`src/rtl/lat_i2c_seq.sv`:
```
// Purpose : one-command sequencer in front of the Lattice I2C master register port.
// Latency : config visible 1 cycle after cmd accept; rx byte forwarded 1 cycle after controller strobe.
// Backpr. : cmd_ready low while busy; tx stalls (tx_ready low) until tx_valid; rx has no backpressure.
//
// Ports:
//   clk, rst                     clock, synchronous active-high reset
//   cmd_*                        transfer command (valid/ready), rd / 10-bit / address / length
//   tx_data/tx_valid/tx_ready    write-data stream, consumed on a controller request
//   rx_data/rx_valid             read-data stream, 1-cycle pulse per byte
//   done/err                     end-of-command pulse, err qualifies done
//   i_*                          register writes toward the controller
//   o_*                          status/strobes coming back from the controller
module lat_i2c_seq #(
   parameter logic [10:0] CLK_DIV  = 11'd124,
   parameter logic [1:0]  BPS_MODE = 2'd0,
   parameter logic [15:0] TIMEOUT  = 16'd50000
) (
   input  logic        clk,
   input  logic        rst,
   input  logic        cmd_valid,
   output logic        cmd_ready,
   input  logic        cmd_rd,
   input  logic        cmd_a10,
   input  logic [9:0]  cmd_addr,
   input  logic [7:0]  cmd_len,
   input  logic [7:0]  tx_data,
   input  logic        tx_valid,
   output logic        tx_ready,
   output logic [7:0]  rx_data,
   output logic        rx_valid,
   output logic        done,
   output logic        err,
   output logic [9:0]  i_slave_addr_reg,
   output logic [7:0]  i_byte_cnt_reg,
   output logic [7:0]  i_clk_div_lsb,
   output logic [5:0]  i_config_reg,
   output logic [7:0]  i_mode_reg,
   output logic [7:0]  i_transmit_data,
   input  logic [7:0]  o_cmd_status_reg,
   input  logic        o_start_ack,
   input  logic        o_transmit_data_request,
   input  logic        o_received_data_valid,
   input  logic [7:0]  o_receive_data
);

   localparam logic [2:0] S_IDLE  = 3'd0;
   localparam logic [2:0] S_CFG   = 3'd1;
   localparam logic [2:0] S_START = 3'd2;
   localparam logic [2:0] S_XFER  = 3'd3;
   localparam logic [2:0] S_ABORT = 3'd4;
   localparam logic [2:0] S_DONE  = 3'd5;

   // interrupt enables on, start/abort/soft_reset off
   localparam logic [5:0] CFG_BASE = 6'b001110;

   logic [2:0]  state_q,     state_d;
   logic        cmd_ready_q, cmd_ready_d;
   logic [9:0]  slave_q,     slave_d;
   logic [7:0]  bcnt_q,      bcnt_d;      // doubles as the latched command length
   logic [2:0]  mode_lo_q,   mode_lo_d;   // {adr_mode, rd, ack}
   logic [5:0]  config_q,    config_d;
   logic [7:0]  txd_q,       txd_d;
   logic [7:0]  rxd_q,       rxd_d;
   logic        rxv_q,       rxv_d;
   logic [7:0]  cnt_q,       cnt_d;
   logic [15:0] tmo_q,       tmo_d;
   logic        err_q,       err_d;
   logic        fin_q,       fin_d;       // completion seen, waiting for a last rx byte to go out
   logic        nack_q,      nack_d;

   logic        evt, fwd, fin, nack, do_abort, tmo_hit;
   logic [7:0]  cnt_inc;
   logic        unused_status;

   assign unused_status    = ^o_cmd_status_reg[7:2];

   assign cmd_ready        = cmd_ready_q;
   assign rx_data          = rxd_q;
   assign rx_valid         = rxv_q;
   assign done             = (state_q == S_DONE);
   assign err              = (state_q == S_DONE) & err_q;
   assign i_slave_addr_reg = slave_q;
   assign i_byte_cnt_reg   = bcnt_q;
   assign i_clk_div_lsb    = CLK_DIV[7:0];
   assign i_config_reg     = config_q;
   assign i_mode_reg       = {CLK_DIV[10:8], BPS_MODE, mode_lo_q};
   assign i_transmit_data  = txd_q;

   assign tmo_hit = (tmo_q == TIMEOUT - 16'd1);
   assign cnt_inc = (cnt_q == 8'hFF) ? cnt_q : cnt_q + 8'd1;

   always_comb begin
      state_d     = state_q;
      cmd_ready_d = cmd_ready_q;
      slave_d     = slave_q;
      bcnt_d      = bcnt_q;
      mode_lo_d   = mode_lo_q;
      config_d    = config_q;
      txd_d       = txd_q;
      rxd_d       = rxd_q;
      rxv_d       = 1'b0;
      cnt_d       = cnt_q;
      tmo_d       = tmo_q;
      err_d       = err_q;
      fin_d       = fin_q;
      nack_d      = nack_q;
      tx_ready    = 1'b0;
      evt         = 1'b0;
      fwd         = 1'b0;
      fin         = 1'b0;
      nack        = 1'b0;
      do_abort    = 1'b0;

      case (state_q)
         S_IDLE: begin
            if (cmd_valid && cmd_ready_q) begin
               cmd_ready_d = 1'b0;
               cnt_d       = 8'd0;
               fin_d       = 1'b0;
               nack_d      = 1'b0;
               if (cmd_len == 8'd0) begin
                  // nothing to transfer: report error without touching the controller
                  err_d   = 1'b1;
                  state_d = S_DONE;
               end else begin
                  err_d     = 1'b0;
                  slave_d   = cmd_a10 ? cmd_addr : {3'b000, cmd_addr[6:0]};
                  bcnt_d    = cmd_len;
                  mode_lo_d = {cmd_a10, cmd_rd, 1'b1};
                  config_d  = CFG_BASE;
                  state_d   = S_CFG;
               end
            end
         end
         S_CFG: begin
            config_d[0] = 1'b1;
            tmo_d       = 16'd0;
            state_d     = S_START;
         end
         S_START: begin
            if (o_start_ack) begin
               config_d[0] = 1'b0;
               tmo_d       = 16'd0;
               state_d     = S_XFER;
            end else if (tmo_hit) begin
               do_abort = 1'b1;
            end else begin
               tmo_d = tmo_q + 16'd1;
            end
         end
         S_XFER: begin
            if (!mode_lo_q[1]) begin
               if (o_transmit_data_request && tx_valid) begin
                  tx_ready = 1'b1;
                  txd_d    = tx_data;
                  cnt_d    = cnt_inc;
                  evt      = 1'b1;
               end
            end else if (o_received_data_valid) begin
               evt = 1'b1;
               // bytes past the requested length are swallowed
               if (cnt_q != bcnt_q) begin
                  rxd_d = o_receive_data;
                  rxv_d = 1'b1;
                  cnt_d = cnt_inc;
                  fwd   = 1'b1;
               end
            end
            fin  = o_cmd_status_reg[0] | fin_q;
            nack = o_cmd_status_reg[1] | nack_q;
            // a byte forwarded this cycle must pulse rx_valid before done
            if (fin && !fwd) begin
               err_d   = nack | (cnt_d != bcnt_q);
               state_d = S_DONE;
            end else begin
               fin_d  = fin;
               nack_d = nack;
               if (evt)          tmo_d    = 16'd0;
               else if (tmo_hit) do_abort = 1'b1;
               else              tmo_d    = tmo_q + 16'd1;
            end
         end
         S_ABORT: begin
            config_d[4] = 1'b0;
            err_d       = 1'b1;
            state_d     = S_DONE;
         end
         S_DONE: begin
            config_d    = 6'd0;
            cmd_ready_d = 1'b1;
            state_d     = S_IDLE;
         end
         default: state_d = S_IDLE;
      endcase

      if (do_abort) begin
         config_d[4] = 1'b1;
         config_d[0] = 1'b0;
         state_d     = S_ABORT;
      end
   end

   always_ff @(posedge clk) begin
      if (rst) begin
         state_q     <= S_IDLE;
         cmd_ready_q <= 1'b1;
         slave_q     <= 10'd0;
         bcnt_q      <= 8'd0;
         mode_lo_q   <= 3'd0;
         config_q    <= 6'd0;
         txd_q       <= 8'd0;
         rxd_q       <= 8'd0;
         rxv_q       <= 1'b0;
         cnt_q       <= 8'd0;
         tmo_q       <= 16'd0;
         err_q       <= 1'b0;
         fin_q       <= 1'b0;
         nack_q      <= 1'b0;
      end else begin
         state_q     <= state_d;
         cmd_ready_q <= cmd_ready_d;
         slave_q     <= slave_d;
         bcnt_q      <= bcnt_d;
         mode_lo_q   <= mode_lo_d;
         config_q    <= config_d;
         txd_q       <= txd_d;
         rxd_q       <= rxd_d;
         rxv_q       <= rxv_d;
         cnt_q       <= cnt_d;
         tmo_q       <= tmo_d;
         err_q       <= err_d;
         fin_q       <= fin_d;
         nack_q      <= nack_d;
      end
   end

endmodule
```
`config.mk`:
```
export PLATFORM = sky130hd
export DESIGN_NAME = lat_i2c_seq
export DESIGN_NICKNAME = d
export VERILOG_FILES = /design/src/rtl/lat_i2c_seq.sv
export SDC_FILE = /design/constraint.sdc
export NUM_CORES = 1
export LEC_CHECK = 0
export BUFFER_PORTS_ARGS = -buffer_cell sky130_fd_sc_hd__buf_2
export CORE_MARGIN = 8
export CORE_UTILIZATION = 55
export DETAILED_ROUTE_END_ITERATION = 8
export PLACE_DENSITY = 0.85
export RECOVER_POWER = 25
export SLEW_MARGIN = 20
export SYNTH_ARGS = -nofsm -noshare
export SYNTH_HDL_FRONTEND = slang
export SYNTH_SLANG_ARGS = --single-unit
```
`constraint.sdc`:
```
create_clock -name clk -period 4.1 [get_ports clk]
set_input_delay 0.41 -clock clk [delete_from_list [all_inputs] [get_ports clk]]
set_output_delay 0.41 -clock clk [all_outputs]
set_load 0.02 [all_outputs]
```
==> results of run 1 <==
layout by cell type, fill, tap and decap left out, drive strengths merged, types with 2 or more instances in the layout:
| cell | synthesis | final |
|---|---|---|
| inv | 7 | 8 |
| or3 | 3 | 3 |
| a22oi | 4 | 4 |
| nand3b | 3 | 3 |
| nand2 | 79 | 79 |
| nor4 | 6 | 6 |
| clkinv | 1 | 2 |
| a2111oi | 2 | 2 |
| conb | 2 | 14 |
| a311oi | 3 | 3 |
| clkinvlp | 0 | 2 |
| nand3 | 17 | 17 |
| o31a | 3 | 3 |
| and3 | 5 | 5 |
| and2 | 5 | 5 |
| xor2 | 11 | 11 |
| a31oi | 4 | 4 |
| dfxtp | 72 | 72 |
| nor2 | 56 | 56 |
| ha | 2 | 2 |
| nand4 | 2 | 2 |
| nor3 | 21 | 21 |
| xnor2 | 14 | 14 |
| or2 | 2 | 2 |
| a211oi | 3 | 3 |
| or4 | 4 | 4 |
| clkbuf | 13 | 37 |
| o211ai | 3 | 3 |
| bufinv | 0 | 2 |
| o21ai | 9 | 9 |
| buf | 24 | 67 |
| mux2i | 10 | 10 |
| a21oi | 44 | 44 |
| o31ai | 3 | 3 |
worst paths after layout:
| check | end | slack [ns] |
|---|---|---|
| max | tmo_q[3] | 1.32 |
| min | mode_lo_q[1] | 0.29 |
| max reg2reg | tmo_q[3] | 1.32 |
| min reg2reg | i_slave_addr_reg[5] | 0.45 |
where the power goes:
group / total [mW] / switching (mW) / internal [mW]
logic: 0.338 / 0.226 / 0.112
clock network: 0.622 / 0.279 / 0.342
registers: 0.775 / 0.0391 / 0.735
cells by family (layout without fill, tap and decap cells):
kind of cell,Yosys count,count (layout),synth area share
mux,11,11,0.0343
other cells,2,14,0.00210
simple gates,208,208,0.262
xor+xnor,26,26,0.0675
compound gates,86,86,0.155
flops,72,72,0.403
fa+ha+maj,2,2,0.00699
buf+inv,45,118,0.0699
routing by layer:
layer | global-route usage | share of wire | vias up | routed length [microns]
met3 | 0.0932 | 0.098 | 15 | 927
li1 | - | - | 1686 | -
met1 | 0.218 | 0.40 | 1580 | 3800
met5 | 0 | 0 | - | 0
met2 | 0.325 | 0.48 | 143 | 4570
met4 | 0.0568 | 0.013 | 0 | 124
through the flow:
stage          cell area [sq um]  hold slack, ns  setup slack (ns)
5_1_grt                     4170           0.278              1.06
2_1_floorplan               3620           0.477              1.69
4_1_cts                     4200           0.280              1.33
3_5_place_dp                3990           0.445              1.36
6_report                    4170           0.291              1.32
3_3_place_gp                3990           0.436              1.39
worst max-delay path, delay by kind of cell (launching register included):
family	cells	cell delay, ns
AND/OR/NAND/NOR	1	0.68
flip-flops	1	0.51
AO/OA/AOI/OAI	5	1.41
XOR/XNOR	1	0.11
layout make-up:
| class | instances | area share |
|---|---|---|
| Sequential cell | 72 | 0.346 |
| Multi-Input combinational cell | 347 | 0.464 |
| Timing Repair Buffer | 95 | 0.108 |
| Inverter | 8 | 0.00721 |
| Clock buffer | 9 | 0.0297 |
| Clock inverter | 6 | 0.0222 |
| Tap cell | 77 | 0.0231 |
==> metrics, run 1 <==
Reg2Reg Depth=7; largest net degree at the start of global routing=between 50 and 60; fin crit period=2.78 ns; synthesized area=approximately 3600 sq um; fmax=about 360 MHz; area of the multi-input gates=roughly 1900 sq um; global-route wire length before repair=about 16 mm; 1st-iter DRT viols=between 200 and 250; Final ANT Viol Nets=0; total power=about 1.7 mW; vias in the first global route=roughly 3,400; setup TNS=0 ns; Peak VDD IR=347 uV; Worst-Skew Late Latency=0.35 ns; n_diodes=0; synth warn=0; CTS sink cnt=about 70; clock buffer count from CTS=9; Placer Congestion=between 0.9 and 1; post-layout util=0.660; floorplan row count=29; Main synth FF type=dfxtp_1; Slowest-stage cell, CP=or4_1; Setup Viol. Count Final=0; RR Startpoint=cnt_q[7]; DIE WIDTH=~97 microns; Final Max Tran Viols=0; register area share after synthesis=0.403; Setup Buffers After CTS=0; hold_buf cts=0; Initial Util=0.567; CP cell instances=xor2_1 -> or4_1 -> o21ba_4 -> o31a_1 -> a21o_1 -> a211o_1 -> o31ai_1; Routed WL=roughly 9.4 mm; layout cells sized above 1=0.168; Fill cells=575; core box area=6310 sq um; failing checks=design-rule violations; RSZ-0062 raised after global routing=false; DRC Markers=2; post-synthesis async set-or-reset flop share=0; Area growth syn-to-layout=16.4%; PwrDens=between 400 and 500 nW/um^2; Hold Startpoint=cmd_rd; skew final=around 0.0065 ns; Die ar.=around 9300 sq um; vias per cell=5.58; port buffer count=a little over 90; placed cell count=~600; Root Driver=clkbuf_8; fin nets=around 590; Chip Height=a little under 100 microns; Largest stage delay, worst path=0.68 ns; Yosys top cell area share=0.403; CP max FO=16; gr ovfl total=0; hold path depth=3; gr usage total=0.196; worst slew pin tran=0.868 ns; Ports=between 100 and 150; detailed placement HPWL=between 6 and 7 mm; leakage=approximately 1.6 nW; Post-synth EDFFs=0; Tightest Hold Check Type=in -> reg; htree depth=3; Synth cell types=53; WP data required=around 4.4 ns; post-DR wirelength/cell=approximately 15 microns; most common library cells after synthesis=78 x nand2_1, 72 x dfxtp_1, 56 x nor2_1; clock-pin slew on the worst setup and hold paths=about 0.080 ns; DR pass1 iterations=7; max reg flops=16; Max-slew headroom=0.419; CP arrival=roughly 3 ns; Worst Setup SP=cnt_q[7]; Max Cap Viol=0; Setup crit end kind=flip-flop; synth top area cells=dfxtp_1 40%, nand2_1 8.2%, a21oi_1 6.2%; initial antenna violation count=0; #FFs+latches synth=72; Gate Count Post-Synth=around 450; Seq. cell area=roughly 1400 sq um; status=finished, violations left; area leader, netlist=dfxtp_1; Crit Path Category=reg -> reg; syn_area_per_cell=around 7.9 sq um; # resized after CTS=0; final hold viol count=0; Tcrit/Tclk final=0.679; CTS tree=yes; Longest Clk Path Bufs=2; most common cell in the netlist=nand2_1; nature of the critical path startpoint=flip-flop; final cell count without fillers=roughly 610; Vias=approximately 3,400
Power figures use the tool's default switching activity.
==> run 2, diff against run 1 <==
- CORE_UTILIZATION: 55 -> 51
- PLACE_DENSITY: 0.85 -> 0.8
- clock period: 4.1 -> 2.7 ns (I/O delays scaled with it)
==> metrics, run 2 (synthesized netlist as in run 1, its figures left out) <==
sequential power share=0.449; Peak VDD IR=485 uV; Setup crit end kind=flip-flop; CP arrival=between 2 and 3 ns; total power=roughly 2.6 mW; PwrDens=slightly above 600 nW/um^2; Vias=around 3,500; layout cells sized above 1=0.188; vias in the first global route=3,422; Post-Layout Inst Area=about 4300 sq um; floorplan row count=30; Gate power share=0.203; htree depth=3; Chip Height=99.8 microns; nature of the critical path startpoint=flip-flop; Worst-Skew Late Latency=between 0.3 and 0.4 ns; Final Max Tran Viols=0; Area after DPL=approximately 4100 sq um; RSZ-0062 raised after global routing=false; fmax=around 380 MHz; Clock Power Share=0.348; worst slew pin tran=0.846 ns; vias per cell=around 5.4; initial antenna violation count=0; skew final=between 0.01 and 0.015 ns; WP data required=2.94 ns; Tightest Hold Check Type=in -> reg; setup TNS=0 ns; largest net degree at the start of global routing=22; commonest non-fill, non-tap cell in the layout=nand2_1; clock-pin slew on the worst setup and hold paths=around 0.09 ns; 1st-iter DRT viols=178; port buffer count=slightly above 90; Placer Congestion=slightly above 0.9; post-layout util=0.629; Pint=1.76 mW; Final ANT Viol Nets=0; DRC Markers=0; area of the multi-input gates=between 1500 and 2000 sq um; Initial Util=0.527; leakage=1.69 nW; CTS sink cnt=72; n_diodes=0; placed cell count=628; sw frac=0.326; Longest Clk Path Bufs=2; global-route wire length before repair=approximately 15 mm; final hold slack=between 0.1 and 0.15 ns; final cell count without fillers=644; Setup Viol. Count Final=0; clock buffer count from CTS=9; fin nets=about 600; Largest stage delay, worst path=0.66 ns; most frequent cells in the layout=78 x nand2_1, 72 x dfxtp_1, 62 x buf_2; gr ovfl total=0; Ports=between 100 and 150; P_sw=between 0.8 and 0.9 mW; Max Cap Viol=0; detailed placement HPWL=7.05 mm; Root Driver=clkbuf_8; Tcrit/Tclk final=0.965; max reg flops=16; top cell family by delay on the critical path=compound AO/OA/AOI/OAI gates; Crit Path Category=reg -> reg; Slowest-stage cell, CP=or4_1; gr usage total=0.188; fin crit period=roughly 2.6 ns; Max-slew headroom=0.434; R2R setup slack=0.09 ns; hold_buf cts=0; Placement Setup Slack=0.113 ns; Setup WS post-layout=around 0.095 ns; DIE WIDTH=roughly 100 microns; DR pass1 iterations=5; CP max FO=7; Routed WL=roughly 9.4 mm; Area growth syn-to-layout=19.5%; CP cell instances=xor2_1 -> or4_1 -> o21bai_4 -> nand2_2 -> a2111oi_2 -> o211ai_1 -> o31a_1; Critical path buffers and inverters=0; post-DR wirelength/cell=14.6 microns; Die ar.=between 9000 and 10,000 sq um; Seq. cell area=roughly 1400 sq um; core box area=roughly 6800 sq um; CTS tree=yes; final hold viol count=0; Fill cells=approximately 620; status=complete, no violations
==> run 2: cell count changes in the layout (fill, tap and decap cells not counted), sizes merged <==
cell      change
buf           +9
clkbuf        +2
inv           +2
bufinv        -1
clkinvlp      -1
==> run 2: repair_timing <==
action	in CTS	in global routing
buffers inserted	0	0
resized for setup	0	4
setup endpoints to repair	0	1
==> run 2: routing by layer <==
| metal | wire [microns] | vias to the layer above | part of all wire | GRT usage |
|---|---|---|---|---|
| li1 | - | 1713 | - | - |
| met4 | 242 | 0 | 0.026 | 0.0873 |
| met3 | 930 | 26 | 0.099 | 0.0747 |
| met2 | 4230 | 144 | 0.45 | 0.297 |
| met1 | 4030 | 1596 | 0.43 | 0.217 |
| met5 | 0 | - | 0 | 0 |
==> run 2: area by class of cell <==
type | count | area share
clock buffer | 10 | 0.0322
clock inverter | 6 | 0.0176
inverter | 8 | 0.00702
multi-input combinational | 347 | 0.455
sequential | 72 | 0.337
tap | 96 | 0.0281
timing repair buffer | 105 | 0.123
==> run 2: power groups by stage <==
stage / registers (mW) / clock network (mW) / logic [mW]
final: 1.18 / 0.911 / 0.530
after global routing: 1.18 / 0.964 / 0.584
after CTS: 1.17 / 0.919 / 0.525
after detailed placement: 1.20 / 0 / 0.525
after global placement: 1.19 / 0 / 0.516
after floorplan: 1.23 / 0 / 0.342
==> run 2: path summary, 6_finish.rpt <==
path,from,to,cells past startpoint
max reg2reg,cnt_q[4],err_q,7
min,cmd_addr[6],i_slave_addr_reg[6],3
max,cnt_q[4],err_q,7
min reg2reg,i_slave_addr_reg[9],i_slave_addr_reg[9],2
==> run 2: tightest hold or removal path, stage by stage <==
cell and delay [ns]:
buf_2 0.09, nand2_1 0.04, a21oi_1 0.05
==> run 3, diff against run 2 <==
==> constraint.sdc (replaced) <==
create_clock -name clk -period 2.7 [get_ports clk]
set_input_delay 0.135 -clock clk [delete_from_list [all_inputs] [get_ports clk]]
set_output_delay 0.135 -clock clk [all_outputs]
set_load 0.02 [all_outputs]
==> metrics, run 3 (synthesized netlist as in run 1, its figures left out) <==
Chip Height=99.8 microns; Initial Util=0.527; fin crit period=between 2 and 3 ns; core box area=around 6800 sq um; global-route wire length before repair=15.5 mm; clock-pin slew on the worst setup and hold paths=~0.070 ns; Ports=~110; gr ovfl total=0; WP data required=2.94 ns; final hold slack=between 0.015 and 0.02 ns; post-DR wirelength/cell=around 14 microns; port buffer count=just over 90; Clock Power Share=0.379; Peak VDD IR=519 uV; Die ar.=9950 sq um; fin nets=596; DR pass1 iterations=5; Crit Path Category=reg -> reg; CP max FO=7; detailed placement HPWL=roughly 7 mm; layout cells sized above 1=0.183; vias per cell=between 5 and 6; Setup crit end kind=flip-flop; CTS sink cnt=72; Worst-Skew Late Latency=around 0.35 ns; max reg flops=16; CTS tree=yes; Pint=about 1.9 mW; placed cell count=628; Vias=about 3,400; CP arrival=2.80 ns; clock buffer count from CTS=9; Setup Viol. Count Final=0; htree depth=3; RR Startpoint=cnt_q[1]; skew final=between 0.003 and 0.004 ns; P_sw=between 0.7 and 0.8 mW; PwrDens=635 nW/um^2; Tcrit/Tclk final=0.946; most frequent cells in the layout=78 x nand2_1, 72 x dfxtp_1, 62 x buf_2; vias in the first global route=between 3,000 and 4,000; Reg2Reg Depth=7; 1st-iter DRT viols=roughly 180; Worst Setup SP=cnt_q[1]; RR Endpoint=err_q; sequential power share=0.431; fmax=~390 MHz; commonest non-fill, non-tap cell in the layout=nand2_1; total power=~2.7 mW; status=complete, no violations; Final ANT Viol Nets=0; Tightest Hold Check Type=in -> reg; Worst setup endpoint=err_q; Routed WL=9.19 mm; RSZ-0062 raised after global routing=false; Gate power share=0.190; worst slew pin tran=0.852 ns; nature of the critical path startpoint=flip-flop; DIE WIDTH=99.8 microns; Area growth syn-to-layout=20.0%; sw frac=0.293; Longest Clk Path Bufs=2; Placer Congestion=between 0.9 and 1; area of the multi-input gates=between 1500 and 2000 sq um; initial antenna violation count=0; Max Cap Viol=0; floorplan row count=30; final cell count without fillers=about 640; Seq. cell area=around 1400 sq um; Max-slew headroom=0.430; largest net degree at the start of global routing=35; n_diodes=0; setup TNS=0 ns; Root Driver=clkbuf_8; hold_buf cts=0; Final Max Tran Viols=0; final hold viol count=0; gr usage total=0.192; leakage=1.70 nW; DRC Markers=0; Fill cells=599; R2R setup slack=~0.14 ns
-- run 3: cell count changes in the layout (fill, tap and decap cells not counted), sizes merged --
cell / previous run / this run
bufinv: 1 / 3
inv: 10 / 8
clkinvlp: 1 / 0
-- run 3: power by group through the flow --
stage | sequential (mW) | combinational, mW | clock, mW
floorplan | 1.23 | 0.342 | 0
global placement | 1.19 | 0.513 | 0
detailed placement | 1.20 | 0.522 | 0
CTS | 1.17 | 0.524 | 1.04
global route | 1.18 | 0.579 | 1.10
finish | 1.18 | 0.519 | 1.03
-- run 3: how the worst min path moves through the flow --
stage                      start  cells past startpoint                   to  slack [ns]
6_report              tx_data[2]                      3   i_transmit_data[2]        0.02
5_1_grt               tx_data[2]                      3   i_transmit_data[2]       0.002
4_1_cts               tx_data[2]                      3   i_transmit_data[2]       0.009
3_3_place_gp   o_receive_data[3]                      3           rx_data[3]        0.37
3_5_place_dp   o_receive_data[5]                      3           rx_data[5]        0.38
2_1_floorplan        cmd_addr[0]                      2  i_slave_addr_reg[0]        0.27
-- run 3: timing repair --
| action | 4_1_cts | 5_1_grt |
|---|---|---|
| endpoints found under the hold margin | 0 | 0 |
| buffers inserted | 0 | 0 |
| setup endpoints to repair | 0 | 1 |
| gates resized for setup | 0 | 2 |
-- run 3: critical path: stages, from the launching register on --
cell and delay [ns]:
dfxtp_1 0.44, xor2_1 0.09, or4_1 0.70, o21bai_4 0.29, nand2_2 0.11, a2111oi_2 0.40
o211ai_1 0.15, o31a_1 0.28
-- run 3: cell type report --
class / count / share of cell area
Timing Repair Buffer: 105 / 0.122
Multi-Input combinational cell: 347 / 0.451
Tap cell: 96 / 0.0280
Clock buffer: 10 / 0.0320
Sequential cell: 72 / 0.336
Clock inverter: 5 / 0.0242
Inverter: 8 / 0.00699
-- run 3: metal layers --
metal  track usage  part of all wire  vias to the layer above
li1              -                 -                     1714
met4        0.0664             0.013                        0
met2         0.310              0.46                      131
met3        0.0845              0.10                       12
met5             0                 0                        -
met1         0.220              0.43                     1571
-- run 3: metrics by stage --
step,util,worst slack [ns],cell area [sq um]
2_1_floorplan,-,0.289,3620
3_3_place_gp,0.601,0.199,4080
3_5_place_dp,0.601,0.170,4080
4_1_cts,0.637,0.131,4330
5_1_grt,0.632,0.0135,4300
6_report,0.632,0.144,4300
